**src/rtl/matrix_mult_pkg.sv**
```systemverilog
// matrix_mult_pkg: loader state encoding and beat-count helper shared by the buffer loaders
package matrix_mult_pkg;
  typedef enum logic [1:0] {IDLE, LOAD, FLUSH, DONE} loader_state_e;
  function automatic int calc_beats(input int lanes, input int width, input int drv_width);
    return lanes * width / drv_width;
  endfunction
endpackage

```
**src/rtl/beat_packer.sv**
```systemverilog
// beat_packer: assembles DW-bit beats LSB-first into a BEATS*DW word
module beat_packer #(
  parameter int DW    = 8,
  parameter int BEATS = 4
) (
  input  logic                clk_i,
  input  logic                rstn_async_i,
  input  logic                i_clr,
  input  logic                i_beat_valid,
  input  logic [DW-1:0]       i_beat,
  output logic                o_word_valid,
  output logic [DW*BEATS-1:0] o_word
);
  localparam int CW = BEATS > 1 ? $clog2(BEATS) : 1;
  logic [DW*BEATS-1:0] r_buf;
  logic [CW-1:0]       r_cnt;
  logic                w_last;
  assign w_last       = r_cnt == CW'(BEATS - 1);
  assign o_word_valid = i_beat_valid && w_last;
  // o_word already carries the incoming beat so the final beat needs no extra cycle
  always_comb begin
    o_word = r_buf;
    o_word[r_cnt*DW +: DW] = i_beat;
  end
  always_ff @(posedge clk_i or negedge rstn_async_i) begin
    if (!rstn_async_i) begin
      r_buf <= '0;
      r_cnt <= '0;
    end else if (i_clr) begin
      r_cnt <= '0;
    end else if (i_beat_valid) begin
      r_buf <= o_word;
      r_cnt <= w_last ? '0 : r_cnt + 1'b1;
    end
  end
endmodule

```
**src/rtl/mem_loader.sv**
```systemverilog
// mem_loader: packs driver beats into memory words written to consecutive addresses.
// Defining MEM_LOADER_CHECKSUM_EN adds checksum_o, a running XOR of the written words.
module mem_loader
  import matrix_mult_pkg::*;
#(
  parameter int WIDTH        = 8,
  parameter int LANES        = 4,
  parameter int DRIVER_WIDTH = 8,
  parameter int SIZE         = 256
) (
  input  logic                     clk_i,
  input  logic                     rstn_async_i,
  input  logic                     start_i,
  input  logic [$clog2(SIZE)-1:0]  base_addr_i,
  input  logic [$clog2(SIZE):0]    num_words_i,
  input  logic [DRIVER_WIDTH-1:0]  drv_data_i,
  input  logic                     drv_valid_i,
  output logic                     drv_ready_o,
  output logic                     mem_cenb_o,
  output logic                     mem_wenb_o,
  output logic [$clog2(SIZE)-1:0]  mem_addr_o,
  output logic [LANES*WIDTH-1:0]   mem_d_o,
  output logic                     busy_o,
  output logic                     done_o
`ifdef MEM_LOADER_CHECKSUM_EN
  ,
  output logic [LANES*WIDTH-1:0]   checksum_o
`endif
);
  localparam int AW    = $clog2(SIZE);
  localparam int DW    = LANES * WIDTH;
  localparam int BEATS = calc_beats(LANES, WIDTH, DRIVER_WIDTH);
  loader_state_e r_state, w_next;
  logic [AW-1:0] r_addr;
  logic [AW:0]   r_left;
  logic          w_start, w_word_valid;
  logic [DW-1:0] w_word;
  assign w_start = start_i && r_state == IDLE;
  beat_packer #(.DW(DRIVER_WIDTH), .BEATS(BEATS)) u_packer (
    .clk_i       (clk_i),
    .rstn_async_i(rstn_async_i),
    .i_clr       (w_start),
    .i_beat_valid(drv_valid_i && drv_ready_o),
    .i_beat      (drv_data_i),
    .o_word_valid(w_word_valid),
    .o_word      (w_word)
  );
  always_comb begin
    w_next = r_state;
    unique case (r_state)
      IDLE:  if (start_i) w_next = num_words_i == '0 ? DONE : LOAD;
      LOAD:  if (w_word_valid && r_left == (AW+1)'(1)) w_next = FLUSH;
      FLUSH: w_next = DONE;
      DONE:  w_next = IDLE;
    endcase
  end
  // status outputs are registered from the next state so they line up with it
  always_ff @(posedge clk_i or negedge rstn_async_i) begin
    if (!rstn_async_i) begin
      r_state     <= IDLE;
      r_addr      <= '0;
      r_left      <= '0;
      drv_ready_o <= 1'b0;
      busy_o      <= 1'b0;
      done_o      <= 1'b0;
      mem_cenb_o  <= 1'b1;
      mem_wenb_o  <= 1'b1;
      mem_addr_o  <= '0;
      mem_d_o     <= '0;
    end else begin
      r_state     <= w_next;
      drv_ready_o <= w_next == LOAD;
      busy_o      <= w_next != IDLE;
      done_o      <= w_next == DONE;
      mem_cenb_o  <= !w_word_valid;
      mem_wenb_o  <= !w_word_valid;
      if (w_start) begin
        r_addr <= base_addr_i;
        r_left <= num_words_i;
      end else if (w_word_valid) begin
        mem_addr_o <= r_addr;
        mem_d_o    <= w_word;
        r_addr     <= r_addr == AW'(SIZE - 1) ? '0 : r_addr + 1'b1;
        r_left     <= r_left - 1'b1;
      end
    end
  end
`ifdef MEM_LOADER_CHECKSUM_EN
  always_ff @(posedge clk_i or negedge rstn_async_i) begin
    if (!rstn_async_i) checksum_o <= '0;
    else if (w_start) checksum_o <= '0;
    else if (!mem_cenb_o) checksum_o <= checksum_o ^ mem_d_o;
  end
`endif
endmodule

```
**config.mk**
```make
export PLATFORM = sky130hd
export DESIGN_NAME = mem_loader
export DESIGN_NICKNAME = d
export VERILOG_FILES = /design/src/rtl/matrix_mult_pkg.sv /design/src/rtl/beat_packer.sv /design/src/rtl/mem_loader.sv
export SDC_FILE = /design/constraint.sdc
export NUM_CORES = 1
export LEC_CHECK = 0
export CORE_MARGIN = 2
export CORE_UTILIZATION = 57
export DETAILED_ROUTE_END_ITERATION = 12
export PLACE_DENSITY = 0.92
export SLEW_MARGIN = 15
export SYNTH_ARGS = -nofsm -noshare
export SYNTH_HDL_FRONTEND = slang
export SYNTH_SLANG_ARGS = --single-unit
export TNS_END_PERCENT = 20
```
**constraint.sdc**
```tcl
create_clock -name clk_i -period 3.2 [get_ports clk_i]
set_input_delay 0.32 -clock clk_i [delete_from_list [all_inputs] [get_ports clk_i]]
set_output_delay 0.32 -clock clk_i [all_outputs]
set_load 0.01 [all_outputs]
```
# ---- After elaboration in Yosys (flattened, before gate mapping)
# Cells that the tools add are included.
dict set report word_totals {
  in_bits 29
  ff_bits 97
  output_inout_bits 45
  wordCells 51
}
dict set report classes {
  n_mux 13
  add_sub_neg 4
  bitwise_logic 1
  reduce_logical 12
  shift 2
  n_eq_ne 8
}
# cell n
set op_table {}
lappend op_table {{5-bit negator with 34-bit output} 1}
lappend op_table {{8-bit by 34-bit variable shift with 32-bit output (first input constant)} 1}
lappend op_table {{8-bit by 34-bit indexed part select with 32-bit output} 1}
lappend op_table {{32-bit bitwise mux} 1}
lappend op_table {{8-bit 2-to-1 mux} 3}
lappend op_table {{9-bit 2-to-1 mux} 2}
lappend op_table {{2-bit 2-to-1 mux} 6}
lappend op_table {{9-bit by 1-bit == test with 1-bit output (second input constant)} 1}
lappend op_table {{9-bit logical NOT} 1}
lappend op_table {{9-bit by 1-bit subtractor with 9-bit output (second input constant)} 1}
lappend op_table {{8-bit by 1-bit adder with 8-bit output (second input constant)} 1}
lappend op_table {{2-bit == test (second input constant)} 4}
lappend op_table {{8-bit == test (second input constant)} 1}
lappend op_table {{2-bit case mux with 4 select lines} 1}
lappend op_table {{2-bit nonzero test} 3}
lappend op_table {{2-bit by 1-bit == test with 1-bit output (second input constant)} 2}
lappend op_table {{1-bit logical AND} 4}
lappend op_table {{2-bit AND reduction} 2}
lappend op_table {{2-bit by 1-bit adder with 2-bit output (second input constant)} 1}
lappend op_table {{2-bit logical NOT} 1}
lappend op_table {{1-bit logical NOT} 1}
lappend op_table {{1-bit inverter} 1}

# ---- Depth between registers and ports, before layout
dict set report logic_depth {
  depth_word 6
  depth_mapped 8
  ltp_nobuf 6
}

# ---- Cells and area by module
# From an unflattened synthesis, not the netlist that was laid out.
dict set report unflattened {
  cells_unflattened 392
  hier_area_um2 4669.5
}
# module instances cells_each area_each_um2
set by_module_without_submodules {}
lappend by_module_without_submodules {mem_loader 1 224 2762.6}
lappend by_module_without_submodules {beat_packer 1 168 1906.8}

# ---- Worst setup path before layout
# Ideal clock, no wire load.
dict set report synth_path {
  kind {register -> register}
  start {register u_packer.r_cnt[0]}
  end {register u_packer.r_buf[0]}
  t_required_ps 3134
  stages_incl_launch_ff 7
  period_less_slack_ps 1971
  n_path_buf 1
  slack_ps 1229
  arrival_time_ps 1905
  cell_sequence {dfrtp_1 inv_4 ha_1 nor4b_4 and2_1 buf_2 a22o_1}
}
dict set report synth_between {
  elab_chain_cells 3
  word_cells_on_any_way 4
  cone_classes {add/sub: 1; shift: 2; mux: 1}
}
# element line
set synth_rtl {}
lappend synth_rtl {{start, declared} beat_packer.sv:16} ;# logic [CW-1:0] r_cnt;
lappend synth_rtl {{start signal, assigned} beat_packer.sv:33} ;# r_cnt <= w_last ? '0 : r_cnt + 1'b1;
lappend synth_rtl {{5-bit negator with 34-bit output *} beat_packer.sv:23} ;# o_word[r_cnt*DW +: DW] = i_beat;
lappend synth_rtl {{8-bit by 34-bit indexed part select with 32-bit output / 8-bit by 34-bit variable shift with 32-bit output (equally long branches)} beat_packer.sv:23}
lappend synth_rtl {{32-bit bitwise mux *} beat_packer.sv:23}
lappend synth_rtl {{end signal, assigned} beat_packer.sv:32} ;# r_buf <= o_word;
lappend synth_rtl {{end, declared} beat_packer.sv:15} ;# logic [DW*BEATS-1:0] r_buf;
# Every way passes the cells marked *; elsewhere a longest branch is shown, timed or not.
# A chain may end at the register's enable or synchronous reset.

# ---- Final worst setup path
dict set report layout_path {
  start {register u_packer.r_cnt[0]}
  end {register r_addr[2]}
}
dict set report layout_between {
  elab_chain_cells 3
}
# element line
set layout_rtl {}
lappend layout_rtl {{2-bit == test} beat_packer.sv:18} ;# assign w_last = r_cnt == CW'(BEATS - 1);
lappend layout_rtl {{1-bit logical AND} beat_packer.sv:19} ;# assign o_word_valid = i_beat_valid && w_last;
lappend layout_rtl {{2-bit nonzero test (no source line)} -}
lappend layout_rtl {{end signal, assigned} mem_loader.sv:78} ;# r_addr <= base_addr_i;
lappend layout_rtl {{end signal, assigned} mem_loader.sv:83} ;# r_addr <= r_addr == AW'(SIZE - 1) ? '0 : r_addr + 1'b1;
lappend layout_rtl {{end, declared} mem_loader.sv:34} ;# logic [AW-1:0] r_addr;
# Every way passes these cells.

==> results.json <==
{
  "status": "finished, final reports clean",
  "power_frac_comb_pct": 39.6,
  "fin_nets": 514,
  "p_sw_share_pct": 36.14,
  "drv_cap": 0,
  "cts_setup_buffers": 0,
  "avgSynthCellArea_sq_um": 10.52,
  "pwr-share-clk_pct": 16.8,
  "setup_viol": 0,
  "post_drt_wl_per_cell_um": 17.16,
  "max-slew-margin-rel_pct": 35.81,
  "seq_area_frac_synth_pct": 55.78,
  "num_vias": 3486,
  "p_per_area_nw_per_um2": 937.8,
  "hold_violations": 0,
  "synth-async-reset-ratio_pct": 100.0,
  "grt_max_degree": 70,
  "h-tree-depth": 3,
  "p_leak_nw": 2.315,
  "totalPowerFinal_mw": 4.990,
  "timing.hold.ws_ps": 50.12,
  "dr.pass1.iters": 5,
  "avgViaCountPerCell": 6.021,
  "cts_num_sinks": 97,
  "ys_ff_latch": 97,
  "drv_slew": 0,
  "crit_fanout": 45,
  "fill_cells": 487,
  "layout_common_cells": "dfrtp_1, nor2_1, clkdlybuf4s50_1",
  "synth_nets": 452,
  "fin_skew_ps": 10.80,
  "start_util_pct": 59.40,
  "synth_cell_types": 47,
  "syn_inst": 414,
  "ff2ff_path_depth": 6,
  "synth_warnings": 0,
  "cts_buffer_depth": 2,
  "die_h_um": 91.40,
  "stdcell_count": 579,
  "min_period_ps": 2487,
  "antenna_left": 0,
  "grt_overflow": 0,
  "p_seq_share_pct": 43.6,
  "place_congestion": 0.8627,
  "finalCritPeriodShare_pct": 77.73,
  "reg2reg_to": "r_addr[2]$_DFFE_PN0P_",
  "root_buffer": "clkbuf_8",
  "path_clk_slew_ps": 90,
  "syn-cell-area_sq_um": 4354,
  "cts_made_buffers": 9,
  "diodes": 0,
  "die_area_sq_um": 8354,
  "synth_edf_count": 0,
  "grt_pass1_vias": 3316,
  "drive_gt1_share_pct": 7.292,
  "crit_path_end_kind": "flip-flop",
  "critPathLaunch": "u_packer.r_cnt[0]$_DFFE_PN0P_",
  "cts_hold_buf": 0,
  "final_util_pct": 72.59,
  "power.switching_mw": 1.803,
  "start_kind": "flip-flop",
  "internal-power_mw": 3.187,
  "rsz0062_at_grt": "false",
  "synth_area_leaders": "dfrtp_1, nor2_1, a221oi_1",
  "clk-insertion-delay-late_ps": 360,
  "synth_top_area_share_pct": 55.17,
  "cts_tree": "built",
  "dp_cells": 564,
  "cp.required_ps": 3440,
  "dieWidth_um": 91.40,
  "drc": 0,
  "critPathKind": "flip-flop to flip-flop",
  "min_path_type": "input pin to asynchronous set/reset pin",
  "dpl.hpwl_um": 6798,
  "drt_iter0_markers": 272,
  "synth_top_cell_by_area": "dfrtp_1",
  "core_area_sq_um": 7331,
  "r2r_slack_ps": 710,
  "finalSetupTns_ps": 0,
  "cp.arrival_ps": 2730,
  "ir_worst_vdd_mv": 0.5023,
  "syn2layout_area_growth_pct": 22.21,
  "cts_resized": 0,
  "rr_startpoint": "u_packer.r_cnt[0]$_DFFE_PN0P_",
  "grt.total_usage_pct": 24.97,
  "routed_wirelength_um": 9938,
  "port_buffers": 73,
  "boundaryPins": 74,
  "synthFlopType": "dfrtp_1",
  "worst_slew_pin_slew_ps": 960.6,
  "fmax_ghz": 0.4021,
  "rows": 31,
  "antenna_found_initial": 0,
  "layout_commonest_cell": "dfrtp_1",
  "grt_pass1_wl_um": 16530
}
[per-stage QoR]
step           worst slack [ps]  area (sq um)
2_1_floorplan              1229          4354
3_3_place_gp              751.9          5115
3_5_place_dp              576.7          5115
4_1_cts                   672.7          5321
5_1_grt                   403.3          5321
6_report                  712.8          5321
[synth_stat cells, drive strengths merged (5+ instances only)]
library cell,instances
nor2,77
xor2,7
nand2,50
nand4,5
buf,21
dfrtp,96
inv,8
nand3,9
a221oi,32
ha,9
o21ai,12
a22o,32
a21oi,5
clkbuf,6
[cell type report]
type	count	area (sq um)	area share [%]
clock buffer	10	127.6	2.398
clock inverter	5	78.83	1.481
inverter	11	43.79	0.8229
multi-input combinational	279	1753	32.94
sequential	97	2429	45.64
tap	99	123.9	2.328
timing repair buffer	78	765.7	14.39
[kinds of logic after synthesis]
logic type	Yosys count	share of synthesized area, %
compound gates	96	17.41
xor+xnor	9	1.810
fa+ha+maj	9	2.586
buf+inv	38	3.966
flops	97	55.78
simple gates	165	18.45
[power by group through the flow]
stage | sequential, mW | combinational (mW) | clock, mW
after floorplan | 2.22 | 1.04 | 0
after global placement | 2.15 | 1.89 | 0
after detailed placement | 2.18 | 1.97 | 0
after CTS | 2.17 | 1.99 | 0.846
after global routing | 2.24 | 2.17 | 0.911
final | 2.18 | 1.98 | 0.838
[how the worst max path moves through the flow]
stage                                    end  depth (start not counted)  slack, ps
6_report               r_addr[2]$_DFFE_PN0P_                          6        710
5_1_grt                r_addr[2]$_DFFE_PN0P_                          6        400
4_1_cts                r_addr[2]$_DFFE_PN0P_                          6        670
3_5_place_dp           r_addr[2]$_DFFE_PN0P_                          6        580
3_3_place_gp           r_addr[2]$_DFFE_PN0P_                          6        750
2_1_floorplan  u_packer.r_buf[0]$_DFFE_PN0P_                          6       1230
[routing by layer]
layer	up-vias	wire length (um)	track usage (%)
met5	-	0	0
met4	0	205	9.596
met3	22	646	3.900
met2	158	4823	39.77
met1	1701	4262	34.66
li1	1605	-	-
[flip-flops by register name, indices dropped and copies added, names as in the netlist]
name and flops:
mem_d_o 32, u_packer.r_buf 32, r_left 9, mem_addr_o 8
r_addr 8, r_state 2, u_packer.r_cnt 2, busy_o 1
done_o 1, drv_ready_o 1, mem_wenb_o 1
[critical path, cell delays in order, from the launching register on]
cell and delay (ps):
dfrtp_1 560, ha_1 230, and3_1 180, inv_2 90, nor2_4 760, nand2_1 210
o311ai_0 340
(Power assumes the default switching activity.)
